[src/rtl/seg7_pkg.sv]
// Shared character codes and active-low segment patterns for the scrolling 7-segment driver.
package seg7_pkg;

   localparam int unsigned CODE_W = 5;
   localparam int unsigned SEG_W  = 8;

   // Character codes
   localparam logic [CODE_W-1:0] CH_0     = 5'h00;
   localparam logic [CODE_W-1:0] CH_1     = 5'h01;
   localparam logic [CODE_W-1:0] CH_2     = 5'h02;
   localparam logic [CODE_W-1:0] CH_3     = 5'h03;
   localparam logic [CODE_W-1:0] CH_4     = 5'h04;
   localparam logic [CODE_W-1:0] CH_5     = 5'h05;
   localparam logic [CODE_W-1:0] CH_6     = 5'h06;
   localparam logic [CODE_W-1:0] CH_7     = 5'h07;
   localparam logic [CODE_W-1:0] CH_8     = 5'h08;
   localparam logic [CODE_W-1:0] CH_9     = 5'h09;
   localparam logic [CODE_W-1:0] CH_A     = 5'h0A;
   localparam logic [CODE_W-1:0] CH_B     = 5'h0B;
   localparam logic [CODE_W-1:0] CH_C     = 5'h0C;
   localparam logic [CODE_W-1:0] CH_D     = 5'h0D;
   localparam logic [CODE_W-1:0] CH_E     = 5'h0E;
   localparam logic [CODE_W-1:0] CH_F     = 5'h0F;
   localparam logic [CODE_W-1:0] CH_BLANK = 5'h10;
   localparam logic [CODE_W-1:0] CH_R     = 5'h11;
   localparam logic [CODE_W-1:0] CH_H     = 5'h12;
   localparam logic [CODE_W-1:0] CH_P     = 5'h13;
   localparam logic [CODE_W-1:0] CH_I     = 5'h14;
   localparam logic [CODE_W-1:0] CH_DASH  = 5'h15;

   // Segment patterns: bit 7 = a ... bit 1 = g, bit 0 = h (dp); 0 lights the segment
   localparam logic [SEG_W-1:0] SEG_BLANK = 8'hFF;
   localparam logic [SEG_W-1:0] SEG_0     = 8'h03;
   localparam logic [SEG_W-1:0] SEG_1     = 8'h9F;
   localparam logic [SEG_W-1:0] SEG_2     = 8'h25;
   localparam logic [SEG_W-1:0] SEG_3     = 8'h0D;
   localparam logic [SEG_W-1:0] SEG_4     = 8'h99;
   localparam logic [SEG_W-1:0] SEG_5     = 8'h49;
   localparam logic [SEG_W-1:0] SEG_6     = 8'h41;
   localparam logic [SEG_W-1:0] SEG_7     = 8'h1F;
   localparam logic [SEG_W-1:0] SEG_8     = 8'h01;
   localparam logic [SEG_W-1:0] SEG_9     = 8'h09;
   localparam logic [SEG_W-1:0] SEG_A     = 8'h11;
   localparam logic [SEG_W-1:0] SEG_B     = 8'hC1;
   localparam logic [SEG_W-1:0] SEG_C     = 8'h63;
   localparam logic [SEG_W-1:0] SEG_D     = 8'h85;
   localparam logic [SEG_W-1:0] SEG_E     = 8'h61;
   localparam logic [SEG_W-1:0] SEG_F     = 8'h71;
   localparam logic [SEG_W-1:0] SEG_R     = 8'hF5;
   localparam logic [SEG_W-1:0] SEG_H     = 8'hD1;
   localparam logic [SEG_W-1:0] SEG_P     = 8'h31;
   localparam logic [SEG_W-1:0] SEG_I     = 8'hF3;
   localparam logic [SEG_W-1:0] SEG_DASH  = 8'hFD;

endpackage

[src/rtl/seg7_char_rom.sv]
// Combinational character-code to active-low segment pattern lookup.
module seg7_char_rom
   import seg7_pkg::*;
(
   input  logic [CODE_W-1:0] i_code,
   output logic [SEG_W-1:0]  o_seg_c
);

   // Map each code to its glyph; unassigned codes render blank
   always_comb begin
      o_seg_c = SEG_BLANK;
      case (i_code)
         CH_0:     o_seg_c = SEG_0;
         CH_1:     o_seg_c = SEG_1;
         CH_2:     o_seg_c = SEG_2;
         CH_3:     o_seg_c = SEG_3;
         CH_4:     o_seg_c = SEG_4;
         CH_5:     o_seg_c = SEG_5;
         CH_6:     o_seg_c = SEG_6;
         CH_7:     o_seg_c = SEG_7;
         CH_8:     o_seg_c = SEG_8;
         CH_9:     o_seg_c = SEG_9;
         CH_A:     o_seg_c = SEG_A;
         CH_B:     o_seg_c = SEG_B;
         CH_C:     o_seg_c = SEG_C;
         CH_D:     o_seg_c = SEG_D;
         CH_E:     o_seg_c = SEG_E;
         CH_F:     o_seg_c = SEG_F;
         CH_BLANK: o_seg_c = SEG_BLANK;
         CH_R:     o_seg_c = SEG_R;
         CH_H:     o_seg_c = SEG_H;
         CH_P:     o_seg_c = SEG_P;
         CH_I:     o_seg_c = SEG_I;
         CH_DASH:  o_seg_c = SEG_DASH;
         default:  o_seg_c = SEG_BLANK;
      endcase
   end

endmodule

[src/rtl/seg7_scroll_driver.sv]
// Multiplexed 7-segment driver with an append-only message buffer that scrolls when longer than the display.
module seg7_scroll_driver
   import seg7_pkg::*;
#(
   parameter int unsigned DIGITS      = 4,
   parameter int unsigned MSG_LEN     = 8,
   parameter int unsigned REFRESH_DIV = 65536,
   parameter int unsigned SCROLL_DIV  = 64
) (
   input  logic              clk,
   input  logic              reset_n,
   input  logic              wr_valid,
   input  logic [4:0]        wr_char,
   output logic              wr_ready,
   input  logic              clear,
   input  logic              scroll_en,
   output logic [7:0]        abcdefgh,
   output logic [DIGITS-1:0] digit
);

   localparam int unsigned REF_W = $clog2(REFRESH_DIV);
   localparam int unsigned IDX_W = $clog2(DIGITS);
   localparam int unsigned FRM_W = (SCROLL_DIV > 1) ? $clog2(SCROLL_DIV) : 1;
   localparam int unsigned LEN_W = $clog2(MSG_LEN + 1);
   localparam int unsigned PTR_W = (MSG_LEN > 1) ? $clog2(MSG_LEN) : 1;
   localparam int unsigned SUM_W = LEN_W + 1;

   logic [REF_W-1:0]  r_ref_cnt;
   logic [IDX_W-1:0]  r_scan_idx;
   logic [FRM_W-1:0]  r_frame_cnt;
   logic [LEN_W-1:0]  r_len;
   logic [PTR_W-1:0]  r_offset;
   logic [CODE_W-1:0] r_buf [MSG_LEN];
   logic [DIGITS-1:0] r_digit;
   logic [SEG_W-1:0]  r_seg;

   logic              w_tick;
   logic              w_started;
   logic              w_frame_end;
   logic              w_scrolling;
   logic              w_wr_ready;
   logic [IDX_W-1:0]  w_next_idx;
   logic [DIGITS-1:0] w_digit_nxt;
   logic [SUM_W-1:0]  w_sum;
   logic [CODE_W-1:0] w_code;
   logic [SEG_W-1:0]  w_pattern;

   // Digit enables stay all-high between reset and the first refresh tick
   assign w_tick      = (r_ref_cnt == REF_W'(REFRESH_DIV - 1));
   assign w_started   = ~&r_digit;
   assign w_frame_end = w_tick && w_started && (r_scan_idx == IDX_W'(DIGITS - 1));
   assign w_scrolling = scroll_en && (r_len > LEN_W'(DIGITS));
   assign w_wr_ready  = reset_n && (r_len < LEN_W'(MSG_LEN)) && !clear;
   assign wr_ready    = w_wr_ready;
   assign digit       = r_digit;
   assign abcdefgh    = r_seg;

   // Scan index for the slot that begins at this tick; the first tick after reset selects 0
   always_comb begin
      w_next_idx = '0;
      if (w_started && (r_scan_idx != IDX_W'(DIGITS - 1)))
         w_next_idx = r_scan_idx + IDX_W'(1);
      w_digit_nxt = ~(DIGITS'(1) << (IDX_W'(DIGITS - 1) - w_next_idx));
   end

   // Character shown at the current scan position, rotated by the offset while scrolling
   always_comb begin
      w_sum  = SUM_W'(r_offset) + SUM_W'(r_scan_idx);
      w_code = CH_BLANK;
      if (r_len > LEN_W'(DIGITS)) begin
         if (w_sum >= SUM_W'(r_len))
            w_sum = w_sum - SUM_W'(r_len);
         w_code = r_buf[PTR_W'(w_sum)];
      end else if (LEN_W'(r_scan_idx) < r_len) begin
         w_code = r_buf[PTR_W'(r_scan_idx)];
      end
   end

   seg7_char_rom u_rom (
      .i_code  (w_code),
      .o_seg_c (w_pattern)
   );

   // Refresh counter, scan index and registered outputs with a blank first cycle per slot
   always_ff @(posedge clk) begin
      if (!reset_n) begin
         r_ref_cnt  <= '0;
         r_scan_idx <= '0;
         r_digit    <= '1;
         r_seg      <= SEG_BLANK;
      end else if (w_tick) begin
         r_ref_cnt  <= '0;
         r_scan_idx <= w_next_idx;
         r_digit    <= w_digit_nxt;
         r_seg      <= SEG_BLANK;
      end else begin
         r_ref_cnt  <= r_ref_cnt + REF_W'(1);
         r_seg      <= w_started ? w_pattern : SEG_BLANK;
      end
   end

   // Append-only message buffer; clear beats a simultaneous write
   always_ff @(posedge clk) begin
      if (!reset_n) begin
         r_len <= '0;
      end else if (clear) begin
         r_len <= '0;
      end else if (wr_valid && w_wr_ready) begin
         r_buf[PTR_W'(r_len)] <= wr_char;
         r_len                <= r_len + LEN_W'(1);
      end
   end

   // Scroll offset advances only at frame ends so a frame never mixes offsets
   always_ff @(posedge clk) begin
      if (!reset_n) begin
         r_offset    <= '0;
         r_frame_cnt <= '0;
      end else if (clear) begin
         r_offset    <= '0;
         r_frame_cnt <= '0;
      end else if (w_frame_end && w_scrolling) begin
         if (r_frame_cnt == FRM_W'(SCROLL_DIV - 1)) begin
            r_frame_cnt <= '0;
            if ((LEN_W'(r_offset) + LEN_W'(1)) == r_len)
               r_offset <= '0;
            else
               r_offset <= r_offset + PTR_W'(1);
         end else begin
            r_frame_cnt <= r_frame_cnt + FRM_W'(1);
         end
      end
   end

endmodule
[config.mk]
export PLATFORM = sky130hd
export DESIGN_NAME = seg7_scroll_driver
export DESIGN_NICKNAME = d
export VERILOG_FILES = /design/src/rtl/seg7_pkg.sv /design/src/rtl/seg7_char_rom.sv /design/src/rtl/seg7_scroll_driver.sv
export SDC_FILE = /design/constraint.sdc
export NUM_CORES = 1
export LEC_CHECK = 0
export CORE_MARGIN = 10
export CORE_UTILIZATION = 50
export CTS_CLUSTER_DIAMETER = 100
export DETAILED_ROUTE_END_ITERATION = 6
export GPL_TIMING_DRIVEN = 0
export PLACE_DENSITY = 0.68
export SLEW_MARGIN = 40
export SYNTH_ARGS = -nofsm -noshare
export SYNTH_HDL_FRONTEND = slang
export SYNTH_HIERARCHICAL = 1
export SYNTH_SLANG_ARGS = --single-unit
export TNS_END_PERCENT = 1
[constraint.sdc]
create_clock -name clk -period 11.9 [get_ports clk]
set_input_delay 1.19 -clock clk [delete_from_list [all_inputs] [get_ports clk]]
set_output_delay 1.19 -clock clk [all_outputs]
set_load 0.02 [all_outputs]
==> run_results.csv, run 1 <==
group,metric,value,unit
status,status,"completed",
timing,clock.fmax,0.192,GHz
place,place_area,0.00476,mm^2
worst_setup_path,regToRegSetupSlack,6.68,ns
logic_synthesis,postSynthAreaPerCell,10.8,um^2
pwr,power_density,104,mW/mm^2
worst_setup_path,r2r_cells,16,
layout,final_nets,473,
worst_hold_path,worstHoldPathType,"flop to flop",
layout,multiInputGateArea,0.00219,mm^2
logic_synthesis,async_flop_share,0,
timing,clock_skew,0.00982,ns
timing,relSlewSlack,0.480,
timing,tns,0,ns
cts,clockBufferDepth,2,
timing,worst_pin_slew,0.770,ns
cts,clock-sinks,85,
cts,ctsRootBufferMaster,"clkbuf_8",
pwr,total_power,0.000514,W
timing,rsz0062_at_grt,"no",
cts,clkTransAtPathRegs,0.08,ns
pwr,p_leak,1.81,nW
worst_setup_path,critical_path_class,"flop to flop",
place,io_buffers,22,
logic_synthesis,synthFlopType,"dfxtp_1",
timing,finalCriticalPeriod,5.22,ns
logic_synthesis,syn_area,0.00441,mm^2
detailed_routing,drtPass1Iterations,4,
layout,register_area,0.00210,mm^2
cts,ctsHoldBuffers,0,
layout,n_fill_cell,778,
logic_synthesis,netlist_top_cells_count,"dfxtp_1, nor2_1, edfxtp_1, nand2_1, mux2i_1",
logic_synthesis,ys_ff_latch,85,
timing,fin_crit_sh,0.439,
logic_synthesis,ys_types,62,
logic_synthesis,synthesis.nets,440,
floorplanning,design.core.area,0.00864,mm^2
floorplanning,io_pins,23,
worst_setup_path,startpoint_type,"flop",
worst_setup_path,timing.rr.start,"r_offset[0]",
detailed_routing,ant_nets,0,
cts,post_cts_buffers,0,
flow_run,maxCapViolations,0,
detailed_routing,wl_per_cell,15.4,um
global_routing,grt_remaining_overflow,0,
logic_synthesis,yosysTopAreaCellShare,0.272,
detailed_routing,drt_iter0_markers,155,
floorplanning,die_y,114,um
floorplanning,dieWidth,114,um
global_routing,grt_max_degree,14,
logic_synthesis,syn_inst,407,
floorplanning,dieArea,0.0130,mm^2
layout,area_delta_synth_final,11.6,%
layout,final_cell_count_no_fill,553,
global_routing,grt_pass1_vias,3093,
worst_hold_path,worstHoldStart,"r_ref_cnt[0]",
logic_synthesis,synth_area_leader_cell,"edfxtp_1",
detailed_routing,drc,0,
worst_setup_path,timing.rr.end,"abcdefgh[4]",
detailed_routing,wirelength,8540,um
place,detailed_place_hpwl,6290,um
global_routing,track_usage,0.136,
timing,holdWs,0.447,ns
worst_setup_path,crit_fanout,9,
logic_synthesis,synthTopCellsByArea,"edfxtp_1, dfxtp_1, ha_1",
worst_hold_path,hold_depth,1,
global_routing,grt_pass1_wl,14600,um
timing,slew_viol_final,0,
cts,clk_latency,0.34,ns
floorplanning,start_util,0.511,
worst_setup_path,worstPathArrival,5.45,ns
logic_synthesis,yosysSeqAreaShare,0.477,
worst_setup_path,end_kind,"flop",
cts,numCtsBuffers,9,
detailed_routing,vias,3042,
worst_setup_path,required,12.13,ns
timing,hold_viol,0,
layout,antenna_cells,0,
global_routing,antenna_found_initial,0,
logic_synthesis,ys_warn_count,6,
logic_synthesis,synth-edff-count,40,
cts,cts_resized,0,
layout,post_route_cells_drive_above_1_share,0.108,
floorplanning,rows,34,
worst_hold_path,holdPathEnd,"r_ref_cnt[0]",
cts,cts_tree,"built",
pwr,vdd.ir_drop.worst,0.0495,mV
layout,design_area,0.00492,mm^2
place,place_inst,537,
detailed_routing,via_per_inst,5.50,
timing,setup_viol,0,
place,place.gp.congestion,0.860,
cts,cts_max_level,3,
-- flip-flops by register name, indices dropped and copies added, names as in the netlist, named ones only --
register     cells
r_frame_cnt      6
r_offset         3
digit            4
r_len            4
abcdefgh         8
r_buf           40
r_scan_idx       2
r_ref_cnt       16
-- final cells by class --
cell class	count	share of cell area
Inverter	12	0.00915
Clock buffer	10	0.0259
Buffer	12	0.0150
Timing Repair Buffer	22	0.0447
Multi-Input combinational cell	298	0.445
Tap cell	108	0.0275
Clock inverter	6	0.00610
Sequential cell	85	0.427
-- placed cells by master (no fill, tap or decap), types with 7 or more instances in the layout --
cell type,synthesis,routed
and2_1,7,7
mux2i_1,23,23
nor2_1,45,45
ha_1,21,21
edfxtp_1,40,40
clkbuf_8,0,9
nor2b_1,7,7
dfxtp_1,45,45
clkdlybuf4s50_1,0,22
xor2_1,14,14
inv_1,11,11
or2_2,8,8
o21ai_0,18,18
nand2_1,26,26
a21oi_1,16,16
nand3_1,13,13
xnor2_1,11,11
-- per-layer routing --
layer	vias up	track usage	share of wire
met2	53	0.218	0.46
li1	1534	-	-
met1	1442	0.174	0.48
met5	-	0	0
met3	13	0.0304	0.040
met4	0	0.0585	0.018
-- critical path, cell delays in order (launching register included) --
cell      delay, ns
dfxtp_1        0.38
ha_1           0.23
fa_1           0.57
inv_1          0.13
fa_1           0.50
a21boi_0       0.17
o21bai_2       0.41
mux2i_4        0.54
mux2i_1        0.14
a22oi_1        0.24
a32o_1         0.49
inv_1          0.18
ha_1           0.32
nor2b_1        0.16
a21oi_1        0.06
a211o_1        0.29
or2_2          0.28
-- metrics by stage --
stage,util,worst slack [ns]
2_1_floorplan,-,7.37
3_3_place_gp,0.552,6.82
3_5_place_dp,0.552,6.73
4_1_cts,0.570,6.71
5_1_grt,0.570,6.31
6_report,0.570,6.68
-- cell families after synthesis --
| group | after synthesis | synth area share |
|---|---|---|
| XOR/XNOR | 25 | 0.0497 |
| multiplexers | 31 | 0.0880 |
| AO/OA/AOI/OAI | 72 | 0.109 |
| buffers and inverters | 24 | 0.0270 |
| adder cells (fa/ha/maj) | 23 | 0.0687 |
| AND/OR/NAND/NOR | 146 | 0.180 |
| flip-flops | 85 | 0.477 |
| other | 1 | 0.000850 |
-- power breakdown --
part / total (W) / leakage, nW / internal (W) / switching [W]
Clock: 0.000169 / 0.0771 / 0.0000732 / 0.0000959
Sequential: 0.000309 / 0.724 / 0.000307 / 0.00000155
Combinational: 0.0000362 / 1.01 / 0.0000159 / 0.0000203
Total: 0.000514 / 1.81 / 0.000396 / 0.000118
-- worst max path at each step --
stage / from / to / slack (ns)
after floorplan: r_offset[0] / abcdefgh[4] / 7.37
after global placement: r_scan_idx[0] / abcdefgh[4] / 6.82
after detailed placement: r_scan_idx[0] / abcdefgh[4] / 6.73
after CTS: r_offset[0] / abcdefgh[4] / 6.71
after global routing: r_offset[0] / abcdefgh[4] / 6.31
final: r_offset[0] / abcdefgh[4] / 6.68
Power figures use the tool's default switching activity.
==> run 2, diff against run 1 <==
==> constraint.sdc (replaced) <==
create_clock -name clk -period 5.1 [get_ports clk]
set_input_delay 0.51 -clock clk [delete_from_list [all_inputs] [get_ports clk]]
set_output_delay 0.51 -clock clk [all_outputs]
set_load 0.02 [all_outputs]
==> run_results.csv, run 2 (same netlist as run 1, synthesis figures left out) <==
group,metric,value,unit
status,status,"completed",
layout,final_nets,478,
timing,relSlewSlack,0.507,
cts,ctsRootBufferMaster,"clkbuf_8",
floorplanning,start_util,0.511,
timing,holdWs,0.447,ns
timing,fin_crit_sh,0.953,
layout,largest_reg_flops,40,
pwr,p_sw_frac,0.231,
detailed_routing,via_per_inst,5.54,
place,detailed_place_hpwl,6290,um
worst_setup_path,cp_num_buf_inv,2,
flow_run,maxCapViolations,0,
layout,registers.top_by_ff_count,"r_buf",
detailed_routing,vias,3094,
pwr,total_power,0.00120,W
timing,finalCriticalPeriod,4.86,ns
timing,rsz0062_at_grt,"yes",
pwr,power.internal,0.000927,W
place,place.gp.congestion,0.860,
detailed_routing,wl_per_cell,15.5,um
global_routing,track_usage,0.136,
worst_hold_path,worstHoldPathType,"flop to flop",
cts,cts_tree,"built",
floorplanning,dieArea,0.0130,mm^2
layout,post_route_cells_drive_above_1_share,0.124,
worst_setup_path,crit_chain,"ha_1 -> fa_1 -> inv_1 -> fa_1 -> a21boi_0 -> o21bai_4 -> mux2_2 -> and2_1 -> a22oi_1 -> a32o_2 -> inv_1 -> ha_1 -> nor2b_1 -> a21oi_1 -> a211o_1 -> or2_2",
worst_setup_path,worstPathArrival,5.10,ns
timing,hold_viol,0,
timing,setup_viol,0,
cts,clk_latency,0.34,ns
worst_setup_path,critical_path_class,"flop to flop",
worst_setup_path,crit_path_max_incr_delay,0.58,ns
worst_setup_path,crit_fanout,8,
timing,slew_viol_final,0,
timing,tns,0,ns
worst_setup_path,required,5.34,ns
pwr,p_switching,0.000278,W
floorplanning,rows,34,
place,place_area,0.00476,mm^2
floorplanning,dieWidth,114,um
detailed_routing,ant_nets,0,
place,io_buffers,22,
pwr,vdd.ir_drop.worst,0.116,mV
global_routing,grt_pass1_vias,3099,
layout,design_area,0.00497,mm^2
worst_setup_path,critical_path.top_delay_family,"adder cells",
layout,n_fill_cell,774,
cts,cts_max_level,3,
pwr,power_frac_comb,0.073,
worst_setup_path,startpoint_type,"flop",
worst_setup_path,cpMaxStageDelayCell,"fa_1",
pwr,p_seq_frac,0.598,
cts,ctsHoldBuffers,0,
pwr,p_leak,1.85,nW
cts,clockBufferDepth,2,
floorplanning,die_y,114,um
layout,area_delta_synth_final,12.8,%
global_routing,antenna_found_initial,0,
floorplanning,design.core.area,0.00864,mm^2
timing,clock.fmax,0.206,GHz
detailed_routing,drtPass1Iterations,4,
timing,worst_pin_slew,0.734,ns
layout,final_cell_count_no_fill,558,
detailed_routing,drc,0,
timing,clock_skew,0.0101,ns
pwr,power_density,242,mW/mm^2
cts,clock-sinks,85,
pwr,clkPwrFrac,0.329,
worst_setup_path,end_kind,"flop",
global_routing,grt_remaining_overflow,0,
layout,antenna_cells,0,
global_routing,grt_pass1_wl,14600,um
layout,layout_common_cells,"nor2_1, dfxtp_1, edfxtp_1",
detailed_routing,wirelength,8630,um
global_routing,grt_max_degree,14,
floorplanning,io_pins,23,
detailed_routing,drt_iter0_markers,171,
cts,clkTransAtPathRegs,0.08,ns
cts,numCtsBuffers,9,
place,place_inst,537,
## run 2: metal layers
layer	global-route usage	routed length, um
met1	0.174	4060
met2	0.218	4050
met3	0.0304	358
met4	0.0585	160
met5	0	0
## run 2: power groups by stage
stage          Clock (W)  Combinational [W]  Sequential, W
2_1_floorplan          0          0.0000586       0.000735
3_3_place_gp           0          0.0000822       0.000736
3_5_place_dp           0          0.0000840       0.000736
4_1_cts         0.000411          0.0000851       0.000720
5_1_grt         0.000438          0.0000973       0.000721
6_report        0.000397          0.0000876       0.000720
## run 2: cell type report
type                    instances  area [um^2]  area share
repair buffers                 27          258      0.0518
clock inverters                 6         30.0     0.00604
plain buffers                  12         73.8      0.0148
well taps                     108          135      0.0272
multi-input cells             298         2200       0.443
inverters                      12         45.0     0.00906
clock buffers                  10          128      0.0257
flip-flops and latches         85         2100       0.423
## run 2: worst paths after layout
| check | start | end | slack, ns | cells after the start |
|---|---|---|---|---|
| setup / recovery | r_offset[0] | abcdefgh[4] | 0.24 | 16 |
| hold / removal | r_ref_cnt[0] | r_ref_cnt[0] | 0.45 | 1 |
| setup reg to reg | r_offset[0] | abcdefgh[4] | 0.24 | 16 |
| hold reg to reg | r_ref_cnt[0] | r_ref_cnt[0] | 0.45 | 1 |
## run 2: per-stage QoR
| step | worst slack, ns | util |
|---|---|---|
| 2_1_floorplan | 0.573 | - |
| 3_3_place_gp | 0.0202 | 0.552 |
| 3_5_place_dp | -0.0748 | 0.552 |
| 4_1_cts | 0.00729 | 0.571 |
| 5_1_grt | -0.0112 | 0.576 |
| 6_report | 0.242 | 0.576 |
## run 2: timing repair
item | in CTS | in global routing
setup endpoints to repair | 3 | 6
pin swaps | 0 | 2
setup buffers | 1 | 4
gates resized for setup | 0 | 5
